--- src/rtl/seg7_scan_driver.sv ---
// Four-digit multiplexed seven-segment driver, common anode.
// Latches BCD value, scans anodes, blanks leading zeros, blinks.
module seg7_scan_driver #(
   parameter int REFRESH_BITS = 17,
   parameter int BLINK_BITS   = 26
) (
   input  logic        clk,
   input  logic        rst_n,
   input  logic [15:0] digits_in,
   input  logic        load,
   input  logic        blank_lz,
   input  logic        blink_en,
   output logic [6:0]  seg,
   output logic [3:0]  an,
   output logic        frame_done
);

   logic [15:0]             shadow_q, shadow_d;
   logic [REFRESH_BITS-1:0] dwell_q, dwell_d;
   logic [1:0]              idx_q, idx_d;
   logic [BLINK_BITS-1:0]   blink_q, blink_d;
   logic [6:0]              seg_q, seg_d;
   logic [3:0]              an_q, an_d;
   logic                    fd_q, fd_d;

   logic       wrap;
   logic [3:0] nib;
   logic       blanked;
   logic       gate;

   // Scan timing, shadow capture and blink phase
   always_comb begin
      wrap     = &dwell_q;
      dwell_d  = dwell_q + 1'b1;
      idx_d    = wrap ? idx_q + 2'd1 : idx_q;
      fd_d     = wrap && (idx_q == 2'd3);
      shadow_d = load ? digits_in : shadow_q;
      blink_d  = blink_q + 1'b1;
   end

   // Digit select, zero blanking and blink gate for the lit slot
   always_comb begin
      nib     = shadow_q[3:0];
      blanked = 1'b0;
      unique case (idx_q)
         2'd0: begin
            nib     = shadow_q[3:0];
            blanked = 1'b0;
         end
         2'd1: begin
            nib     = shadow_q[7:4];
            blanked = blank_lz && (shadow_q[15:4] == 12'h000);
         end
         2'd2: begin
            nib     = shadow_q[11:8];
            blanked = blank_lz && (shadow_q[15:8] == 8'h00);
         end
         2'd3: begin
            nib     = shadow_q[15:12];
            blanked = blank_lz && (shadow_q[15:12] == 4'h0);
         end
      endcase
      gate = blink_en && blink_q[BLINK_BITS-1];
      an_d = (blanked || gate) ? 4'b1111 : ~(4'b0001 << idx_q);
   end

   // Glyph lookup, segments active-low {g..a}
   always_comb begin
      seg_d = 7'b0111111;
      case (nib)
         4'd0:    seg_d = 7'b1000000;
         4'd1:    seg_d = 7'b1111001;
         4'd2:    seg_d = 7'b0100100;
         4'd3:    seg_d = 7'b0110000;
         4'd4:    seg_d = 7'b0011001;
         4'd5:    seg_d = 7'b0010010;
         4'd6:    seg_d = 7'b0000010;
         4'd7:    seg_d = 7'b1111000;
         4'd8:    seg_d = 7'b0000000;
         4'd9:    seg_d = 7'b0010000;
         default: seg_d = 7'b0111111;
      endcase
   end

   // State and output registers with synchronous reset
   always_ff @(posedge clk) begin
      if (!rst_n) begin
         shadow_q <= '0;
         dwell_q  <= '0;
         idx_q    <= '0;
         blink_q  <= '0;
         seg_q    <= 7'b1111111;
         an_q     <= 4'b1111;
         fd_q     <= 1'b0;
      end else begin
         shadow_q <= shadow_d;
         dwell_q  <= dwell_d;
         idx_q    <= idx_d;
         blink_q  <= blink_d;
         seg_q    <= seg_d;
         an_q     <= an_d;
         fd_q     <= fd_d;
      end
   end

   assign seg        = seg_q;
   assign an         = an_q;
   assign frame_done = fd_q;

endmodule

--- config.mk ---
export PLATFORM = sky130hd
export DESIGN_NAME = seg7_scan_driver
export DESIGN_NICKNAME = d
export VERILOG_FILES = /design/src/rtl/seg7_scan_driver.sv
export SDC_FILE = /design/constraint.sdc
export NUM_CORES = 1
export LEC_CHECK = 0
export BUFFER_PORTS_ARGS = -buffer_cell sky130_fd_sc_hd__clkbuf_2
export CAP_MARGIN = 40
export CORE_MARGIN = 5
export CORE_UTILIZATION = 60
export CTS_CLUSTER_SIZE = 8
export DETAILED_ROUTE_END_ITERATION = 10
export HOLD_SLACK_MARGIN = 0.1
export PLACE_DENSITY_LB_ADDON = 0.08
export SLEW_MARGIN = 0
export SYNTH_ARGS = -nofsm -noshare
export SYNTH_HDL_FRONTEND = slang
export SYNTH_SLANG_ARGS = --single-unit
--- constraint.sdc ---
create_clock -name clk -period 4.1 [get_ports clk]
set_clock_uncertainty 0.1 [all_clocks]
set_input_delay 0.205 -clock clk [delete_from_list [all_inputs] [get_ports clk]]
set_output_delay 0.205 -clock clk [all_outputs]
set_load 0.02 [all_outputs]
==> impl_metrics.py, run 1 <==
metrics = {
    "timing": {
        "setup_violations": 0,
        "slew_violations": 0,
        "setup_tns_ps": 0,
        "finalHoldViolCount": 0,
        "timing.fmax_ghz": 0.457,
        "worstMarginPinSlew_ps": 660,
        "period_needed_ps": 2190,
        "fin_crit_sh_pct": 53.4,
        "slew_headroom_pct": 56.0,
        "timing.final.ws_setup_ps": 1910,
        "rsz0062_at_grt": "no",
    },
    "routing": {
        "vias": 2470,
        "drtIter0Drc": 80,
        "avgRoutedWirePerCell_um": 13.2,
        "drc": 0,
        "postRouteAntennaNets": 0,
        "wl_um": 6110,
        "dr.pass1.iters": 4,
        "viasPerCell": 5.36,
    },
    "synth": {
        "yosysTopAreaCell": "dfxtp_1",
        "yosys-top-cells-area": "dfxtp_1 (43%), mux2i_1 (9.5%), and2_1 (4.8%), ha_1 (4.1%), nor2b_1 (4.1%)",
        "synth-seq-cells": 73,
        "synth_edf_count": 0,
        "synth_adder_area_share_pct": 4.08,
        "synth_area_per_cell_um2": 9.95,
        "synth_top_family_by_area": "simple AND/OR/NAND/NOR gates",
        "syn_nets": 371,
        "synthFlopType": "dfxtp_1",
        "synthesis.area_mm2": 0.00337,
        "ys_warn_count": 0,
        "synth_simple_gate_area_share_pct": 27.8,
        "synth_seq_area_share_pct": 43.3,
        "synth_mux_area_share_pct": 10.5,
        "synth-async-reset-ratio_pct": 0,
        "synth_top_area_share_pct": 43.3,
        "netlist_instances": 339,
        "post_synth_xor_area_fraction_pct": 6.23,
        "synth.distinct_cells": 39,
        "synth_compound_area_share_pct": 4.94,
    },
    "worst_setup_path": {
        "cpPeakStageDelay_ps": 400,
        "cpMostUsedCell": "ha_1",
        "critical_path_buf_inv_count": 2,
        "path_max_fanout": 6,
        "r2r_cells": 8,
        "crit_chain": "inv_1 > ha_1 > a222oi_1 > mux2_2 > inv_2 > ha_1 > nor3_1 > o21ai_1",
        "slowest_stage": "dfxtp_1",
        "path_class": "register to register",
        "cp.arrival_ps": 2280,
        "worstSetupStartpointType": "register",
        "endpoint_kind": "register",
        "crit_required_ps": 4190,
        "crit_family": "adder cells",
        "path_depth": 8,
    },
    "pwr": {
        "power.leakage_uw": 0.00174,
        "power.density_mw_per_mm2": 342,
        "peakVddDrop_mv": 0.225,
    },
    "cts": {
        "cts_setup_buffers": 0,
        "cts.sinks": 73,
        "cts_made_buffers": 9,
        "cts-root-buf": "clkbuf_8",
        "tritoncts": "yes",
        "h-tree-depth": 3,
        "clock_latency_ps": 340,
        "clk_pin_slew_ps": 70,
        "post_cts_resized": 0,
        "cts_buffer_depth": 2,
    },
    "worst_hold_path": {
        "holdPathStages": 3,
        "holdCritPathClass": "input pin to register",
    },
    "outcome": {
        "status": "finished, final reports clean",
    },
    "place": {
        "portBuffers": 32,
        "dp_hpwl_um": 4000,
        "globalplace.congestion": 0.778,
        "place_ws_ps": 1920,
    },
    "die": {
        "die_h_um": 85.0,
        "floorplan.initialDensity_pct": 61.6,
        "die_x_um": 85.0,
        "die_area_mm2": 0.00722,
        "core_mm2": 0.00547,
        "rows": 27,
        "io_pins": 33,
    },
    "grt": {
        "track_usage_pct": 18.0,
        "grt_antenna_before_repair": 0,
        "grt_pass1_wl_um": 10600,
        "grt_max_degree": 83,
        "grt_pass1_vias": 2296,
        "grt_overflow": 0,
    },
    "finish": {
        "final_common_cell": "dfxtp_1",
        "drive_gt1_share_pct": 15.4,
        "final_nets": 418,
        "area.growth.synth_to_final_pct": 15.5,
        "n_antenna_cell": 0,
        "final_cell_mix": "dfxtp_1 (73), mux2i_1 (32), clkbuf_2 (32)",
    },
    "job": {
        "drv_cap": 0,
    },
}
## worst reg2reg max path, stage by stage (launching register included)
cell and delay (ps):
dfxtp_1 400, inv_1 100, ha_1 280, a222oi_1 310, mux2_2 280, inv_2 80, ha_1 210, nor3_1 200
o21ai_1 80
## power breakdown
group          internal (uW)  switching, uW
Clock                    247            232
Combinational           51.3           54.8
Sequential               731           16.1
Total                   1030            303
## Yosys cell counts, types with 3 or more instances
master / n
dfxtp_1: 73
mux2i_1: 32
and2_1: 26
nand3_1: 25
nand2_1: 22
nor2b_1: 22
xor2_1: 13
nand2b_1: 12
ha_1: 11
xnor2_1: 11
clkbuf_1: 10
inv_1: 10
nor3_1: 8
nand4_1: 7
and3_1: 6
nor4_1: 5
a222oi_1: 4
a21boi_1: 3
mux2_2: 3
nor4_4: 3
o21ai_0: 3
o21ai_1: 3
or3_1: 3
## path summary, 6_finish.rpt
check / from / end / slack (ps)
worst max-delay path: idx_q[0] / seg[5] / 1910
worst min-delay path: blank_lz / an[3] / 140
worst max register to register: idx_q[0] / seg[5] / 1910
worst min register to register: dwell_q[0] / dwell_q[0] / 370
## cell type report
cell class	count	area [um^2]
Clock buffer	14	163
Sequential cell	73	1460
Multi-Input combinational cell	241	1810
Tap cell	72	90.1
Fill cell	449	1580
Timing Repair Buffer	49	328
Inverter	12	45.0
## stage by stage
stage / utilization (%) / power [uW] / hold slack, ps / std cells / instance area (um^2)
floorplan: - / 826 / 274 / 339 / 3370
global placement: 65.2 / 854 / 353 / 431 / 3570
detailed placement: 65.2 / 856 / 365 / 431 / 3570
CTS: 71.1 / 1350 / 112 / 461 / 3890
global route: 71.1 / 1400 / 137 / 461 / 3890
finish: 71.1 / 1330 / 137 / 461 / 3890
## state kept, by name (all words and copies together) (netlist names)
| name | cells |
|---|---|
| frame_done | 1 |
| dwell_q | 17 |
| an | 4 |
| shadow_q | 16 |
| seg | 7 |
| idx_q | 2 |
| blink_q | 26 |
## layer usage
metal,share of wire [%],track usage [%],vias up,routed length (um)
met5,0,0,-,0
met4,1.9,8.20,0,115
met3,4.9,4.76,11,298
met2,45,28.5,58,2780
met1,48,22.9,1135,2910
li1,-,-,1266,-
## timing repair
| action | 4_1_cts | 5_1_grt |
|---|---|---|
| hold endpoints to repair | 16 | 0 |
| hold buffers | 16 | 0 |
| setup endpoints to repair | 0 | 0 |
## cells by family after synthesis
family                     Yosys count
and+or+nand+nor                    148
DFF                                 73
muxes                               35
buffers and inverters               25
xor gates and xnor gates            24
AOI/OAI and AO/OA                   23
adders and majority gates           11
Power figures use the tool's default switching activity.
==> inputs of run 2 (changes only) <==
--- a/config.mk
+++ b/config.mk
@@ -5,10 +5,11 @@
 export SDC_FILE = /design/constraint.sdc
 export NUM_CORES = 1
 export LEC_CHECK = 0
+export ABC_AREA = 1
 export BUFFER_PORTS_ARGS = -buffer_cell sky130_fd_sc_hd__clkbuf_2
 export CAP_MARGIN = 40
 export CORE_MARGIN = 5
-export CORE_UTILIZATION = 60
+export CORE_UTILIZATION = 53
 export CTS_CLUSTER_SIZE = 8
 export DETAILED_ROUTE_END_ITERATION = 10
 export HOLD_SLACK_MARGIN = 0.1
==> constraint.sdc (replaced) <==
create_clock -name clk -period 1.8 [get_ports clk]
set_clock_uncertainty 0.1 [all_clocks]
set_input_delay 0.09 -clock clk [delete_from_list [all_inputs] [get_ports clk]]
set_output_delay 0.09 -clock clk [all_outputs]
set_load 0.02 [all_outputs]
==> impl_metrics.py, run 2 <==
metrics = {
    "finish": {
        "final_nets": 625,
        "final_cell_mix": "nand2_1 (111), nor2_1 (98), dfxtp_1 (68)",
        "final_core_util_pct": 71.6,
        "multi_input_area_mm2": 0.00202,
        "regMostFlops": "blink_q",
        "largest_reg_flops": 26,
        "drive_gt1_share_pct": 24.7,
        "final_area_mm2": 0.00460,
        "top_regs": "blink_q: 26 flops, dwell_q: 17 flops, shadow_q: 16 flops",
        "fill_cells": 513,
        "area.growth.synth_to_final_pct": 30.1,
        "final-seq-area_mm2": 0.00147,
        "final_common_cell": "nand2_1",
        "n_antenna_cell": 0,
    },
    "worst_setup_path": {
        "r2r_setup_slack_ps": 50,
        "path_class": "register to register",
        "cp.arrival_ps": 1900,
        "rr_startpoint": "idx_q[1]",
        "reg2reg_to": "seg[2]",
        "worstSetupStartpointType": "register",
        "crit_required_ps": 1940,
        "endpoint_kind": "register",
        "path_max_fanout": 8,
        "worstSetupStartpoint": "idx_q[1]",
        "r2r_cells": 9,
    },
    "job": {
        "drv_cap": 0,
    },
    "place": {
        "dp_hpwl_um": 5730,
        "globalplace.congestion": 0.871,
        "place_area_mm2": 0.00387,
        "portBuffers": 32,
        "place_ws_ps": -126,
    },
    "pwr": {
        "power.leakage_uw": 0.00184,
        "p_sw_share_pct": 23.6,
        "p_comb_share_pct": 8.2,
        "p_clk_share_pct": 44.7,
        "seqPwrFrac_pct": 47.1,
        "peakVddDrop_mv": 0.583,
        "intPower_uw": 2760,
        "net-switching-power_uw": 853,
        "power.density_mw_per_mm2": 786,
    },
    "grt": {
        "track_usage_pct": 21.3,
        "grt_max_degree": 40,
        "grt_pass1_wl_um": 14600,
        "grt_pass1_vias": 3420,
        "grt_antenna_before_repair": 0,
        "grt_overflow": 0,
    },
    "cts": {
        "cts_made_buffers": 9,
        "clock_latency_ps": 350,
        "cts_buffer_depth": 2,
        "h-tree-depth": 3,
        "cts-root-buf": "clkbuf_8",
        "tritoncts": "yes",
        "clk_pin_slew_ps": 80,
        "cts.sinks": 73,
    },
    "timing": {
        "setup_tns_ps": 0,
        "setup_violations": 0,
        "timing.final.ws_setup_ps": 45.6,
        "rsz0062_at_grt": "yes",
        "period_needed_ps": 1750,
        "finalHoldViolCount": 0,
        "worstMarginPinSlew_ps": 508,
        "fin_crit_sh_pct": 97.5,
        "hold-worst-slack_ps": 141,
        "slew_violations": 0,
        "timing.fmax_ghz": 0.570,
        "slew_headroom_pct": 66.1,
    },
    "routing": {
        "drc": 0,
        "viasPerCell": 5.16,
        "dr.pass1.iters": 5,
        "vias": 3481,
        "drtIter0Drc": 172,
        "avgRoutedWirePerCell_um": 13.2,
        "wl_um": 8930,
        "postRouteAntennaNets": 0,
    },
    "die": {
        "rows": 29,
        "core_mm2": 0.00642,
        "io_pins": 33,
        "floorplan.initialDensity_pct": 55.0,
        "die_area_mm2": 0.00840,
        "die_x_um": 91.7,
        "die_h_um": 91.7,
    },
    "synth": {
        "synth-seq-cells": 73,
        "synthesis.area_mm2": 0.00353,
        "synth_top_area_share_pct": 41.3,
        "synth_seq_area_share_pct": 41.3,
        "syn_nets": 542,
        "netlist_instances": 510,
        "yosys-top-cells-area": "dfxtp_1 (41%), nand2_1 (13%), nor2_1 (11%), inv_1 (4.7%), nand3_1 (4.5%)",
        "synth-async-reset-ratio_pct": 0,
        "ys_warn_count": 0,
        "synth_commonest_cells": "nand2_1 (119), nor2_1 (103), dfxtp_1 (73)",
        "synthMostInstantiatedCell": "nand2_1",
        "synthFlopType": "dfxtp_1",
        "synth_area_per_cell_um2": 6.93,
        "synth_edf_count": 0,
        "yosysTopAreaCell": "dfxtp_1",
        "synth.distinct_cells": 30,
    },
    "worst_hold_path": {
        "min_from": "load",
        "holdPathStages": 3,
        "holdCritPathClass": "input pin to register",
        "min_to": "shadow_q[1]",
    },
    "outcome": {
        "status": "finished, final reports clean",
    },
}
run 2: cell types whose count changed after synthesis, moves of 27 or more:
cell / before / now
o21ai_0: 3 / 30
nor2_1: 1 / 103
nand2_1: 22 / 119
mux2i_1: 32 / 0
inv_1: 10 / 44
run 2: metal layers:
metal  GRT usage (%)  share of wire, %  wire length (um)
met1            25.0                44              3930
met2            37.9                50              4470
met3            3.52               3.9               344
met4            9.55               2.0               180
met5               0                 0                 0
run 2: cell families after synthesis:
family	Yosys count	share of synthesized area (%)
simple gates	298	36.8
flops	73	41.3
compound gates	66	10.5
buf+inv	57	6.16
fa+ha+maj	11	3.89
xor+xnor	5	1.24
run 2: worst max-delay path, stage by stage (launching register included):
cell,delay (ps)
dfxtp_2,360
inv_2,70
ha_2,190
inv_4,120
buf_6,120
nand2_2,60
o21ai_4,250
nand2_2,100
a21oi_4,210
nand2_1,80
run 2: layout make-up:
type | instances | area share, %
repair buffers | 80 | 12.5
flip-flops and latches | 73 | 32.0
clock buffers | 10 | 2.99
well taps | 77 | 2.10
clock inverters | 6 | 2.45
multi-input cells | 380 | 43.8
inverters | 49 | 4.08
run 2: power groups by stage:
stage / registers, uW / logic, uW / clock network [uW]
final: 1700 / 296 / 1620
after CTS: 1700 / 277 / 1630
after global routing: 1710 / 329 / 1700
after detailed placement: 1740 / 239 / 0
after global placement: 1740 / 232 / 0
after floorplan: 1750 / 137 / 0
run 2: worst max path at each step:
stage                    end  slack (ps)
floorplan             seg[3]          40
global placement    idx_q[0]         -30
detailed placement  idx_q[0]        -130
CTS                 idx_q[0]         -80
global route          seg[1]         -40
finish                seg[2]          50
run 2: timing repair:
item                                    4_1_cts  5_1_grt
buffers inserted                              9        8
endpoints found under the hold margin        20        0
hold buffers                                 18        0
endpoints found under the setup margin       11       12
resized for setup                            20       38
pin swaps                                     8       13
run 2: per-stage QoR:
stage | instances | power [uW]
after global placement | 626 | 1970
after detailed placement | 626 | 1970
after floorplan | 510 | 1890
after global routing | 675 | 3730
after CTS | 669 | 3610
final | 675 | 3610
==> inputs of run 3 (changes only) <==
--- a/config.mk
+++ b/config.mk
@@ -13,7 +13,8 @@
 export CTS_CLUSTER_SIZE = 8
 export DETAILED_ROUTE_END_ITERATION = 10
 export HOLD_SLACK_MARGIN = 0.1
-export PLACE_DENSITY_LB_ADDON = 0.08
+export PLACE_DENSITY = 0.74
+export REMOVE_ABC_BUFFERS = 1
 export SLEW_MARGIN = 0
 export SYNTH_ARGS = -nofsm -noshare
 export SYNTH_HDL_FRONTEND = slang
==> impl_metrics.py, run 3 (synthesized netlist as in run 2, its figures left out) <==
metrics = {
    "job": {
        "drv_cap": 0,
    },
    "timing": {
        "period_needed_ps": 1740,
        "rsz0062_at_grt": "yes",
        "slew_headroom_pct": 70.2,
        "fin_crit_sh_pct": 96.9,
        "setup_tns_ps": 0,
        "timing.fmax_ghz": 0.573,
        "setup_violations": 0,
        "worstMarginPinSlew_ps": 446,
        "slew_violations": 0,
        "finalHoldViolCount": 0,
    },
    "grt": {
        "grt_pass1_wl_um": 13600,
        "grt_max_degree": 21,
        "grt_antenna_before_repair": 0,
        "track_usage_pct": 19.3,
        "grt_pass1_vias": 3164,
        "grt_overflow": 0,
    },
    "die": {
        "die_h_um": 91.7,
        "core_mm2": 0.00642,
        "die_x_um": 91.7,
        "io_pins": 33,
        "die_area_mm2": 0.00840,
        "rows": 29,
        "floorplan.initialDensity_pct": 55.0,
    },
    "worst_setup_path": {
        "cpPeakStageDelay_ps": 380,
        "reg2reg_to": "seg[3]",
        "r2r_setup_slack_ps": 60,
        "crit_required_ps": 1930,
        "path_class": "register to register",
        "cp.arrival_ps": 1870,
        "rr_startpoint": "idx_q[0]",
        "path_max_fanout": 7,
        "r2r_cells": 11,
        "slowest_stage": "dfxtp_4",
        "cpMostUsedCell": "nand2_1",
        "worstSetupStartpointType": "register",
        "endpoint_kind": "register",
        "crit_chain": "inv_2 > ha_1 > inv_2 > nor2_1 > o21bai_4 > ha_1 > inv_1 > nand2_1 > nand2_1 > nand2_1 > nand2_1",
    },
    "place": {
        "dp_hpwl_um": 5660,
        "globalplace.congestion": 0.916,
        "portBuffers": 32,
        "dp_cells": 628,
    },
    "cts": {
        "cts.sinks": 73,
        "cts-root-buf": "clkbuf_8",
        "cts_buffer_depth": 2,
        "clock_latency_ps": 330,
        "tritoncts": "yes",
        "clk_pin_slew_ps": 80,
        "h-tree-depth": 3,
        "cts_made_buffers": 9,
    },
    "finish": {
        "fill_cells": 527,
        "final_nets": 621,
        "drive_gt1_share_pct": 22.2,
        "top_regs": "blink_q: 26 flops, dwell_q: 17 flops, shadow_q: 16 flops",
        "final_common_cell": "nand2_1",
        "final_cell_mix": "nand2_1 (117), nor2_1 (98), dfxtp_1 (69)",
        "area.growth.synth_to_final_pct": 26.2,
        "n_antenna_cell": 0,
        "finalNonFillerCells": 671,
        "largest_reg_flops": 26,
        "regMostFlops": "blink_q",
    },
    "pwr": {
        "net-switching-power_uw": 772,
        "power.density_mw_per_mm2": 749,
        "seqPwrFrac_pct": 50.8,
        "peakVddDrop_mv": 0.511,
        "p_clk_share_pct": 40.7,
        "power.leakage_uw": 0.00177,
        "intPower_uw": 2570,
        "p_comb_share_pct": 8.5,
        "p_sw_share_pct": 23.1,
    },
    "routing": {
        "wl_um": 7980,
        "dr.pass1.iters": 4,
        "drc": 0,
        "vias": 3379,
        "viasPerCell": 5.04,
        "drtIter0Drc": 175,
        "avgRoutedWirePerCell_um": 11.9,
        "postRouteAntennaNets": 0,
    },
    "worst_hold_path": {
        "min_to": "an[3]",
        "holdPathStages": 5,
        "min_from": "blank_lz",
        "holdCritPathClass": "input pin to register",
    },
    "outcome": {
        "status": "finished, final reports clean",
    },
}
-- run 3: cell types whose count changed in the layout (fill, tap and decap cells not counted), sizes merged --
cell,before,now
buf,30,26
clkinv,4,5
bufinv,3,2
inv,48,47
clkinvlp,0,1
-- run 3: cell type report --
cell class	instances	area [um^2]	area share, %
multi-input cells	380	1960	43.9
flip-flops and latches	73	1470	33.0
inverters	49	185	4.15
clock buffers	10	128	2.86
repair buffers	76	539	12.1
clock inverters	6	82.6	1.85
well taps	77	96.3	2.16
-- run 3: timing repair --
action | in CTS | in global routing
endpoints found under the setup margin | 7 | 13
gates resized for setup | 11 | 26
pin swaps | 7 | 11
setup buffers | 9 | 1
endpoints found under the hold margin | 29 | 0
hold buffers | 18 | 0
cloned | 0 | 0
-- run 3: per-layer routing --
metal,GRT usage [%],routed length [um],vias to the layer above
li1,-,-,1782
met1,25.3,3830,1526
met5,0,0,-
met4,6.53,74,0
met2,32.3,3770,64
met3,3.03,304,7
-- run 3: worst max path at each step --
stage / from / endpoint / slack [ps] / cells after the start
detailed placement: dwell_q[0] / idx_q[0] / -50 / 11
floorplan: idx_q[0] / seg[3] / 40 / 11
global placement: dwell_q[0] / idx_q[0] / -6 / 11
global route: idx_q[0] / seg[3] / -60 / 11
CTS: dwell_q[1] / idx_q[1] / -30 / 11
finish: idx_q[0] / seg[3] / 60 / 11
-- run 3: metrics by stage --
stage | setup slack, ps | hold WS, ps | area (um^2) | utilization (%) | total power (uW)
finish | 56.0 | 118 | 4460 | 69.4 | 3340
global placement | -5.96 | 212 | 3890 | 60.5 | 1970
floorplan | 40.9 | 66.2 | 3500 | - | 1870
global route | -59.2 | 129 | 4460 | 69.4 | 3500
CTS | -32.2 | 102 | 4370 | 68.1 | 3370
detailed placement | -47.6 | 220 | 3890 | 60.5 | 1970
-- run 3: power by group through the flow --
| stage | clock (uW) | sequential, uW | combinational [uW] |
|---|---|---|---|
| after floorplan | 0 | 1750 | 125 |
| after global placement | 0 | 1730 | 234 |
| after detailed placement | 0 | 1730 | 241 |
| after CTS | 1400 | 1700 | 277 |
| after global routing | 1480 | 1700 | 320 |
| final | 1360 | 1700 | 284 |
-- run 3: worst max-delay path: cells and delay by family, from the launching register on --
kind	cells	cell delay (ps)
compound gates	1	200
flops	1	380
simple gates	5	270
fa+ha+maj	2	480
buf+inv	3	210
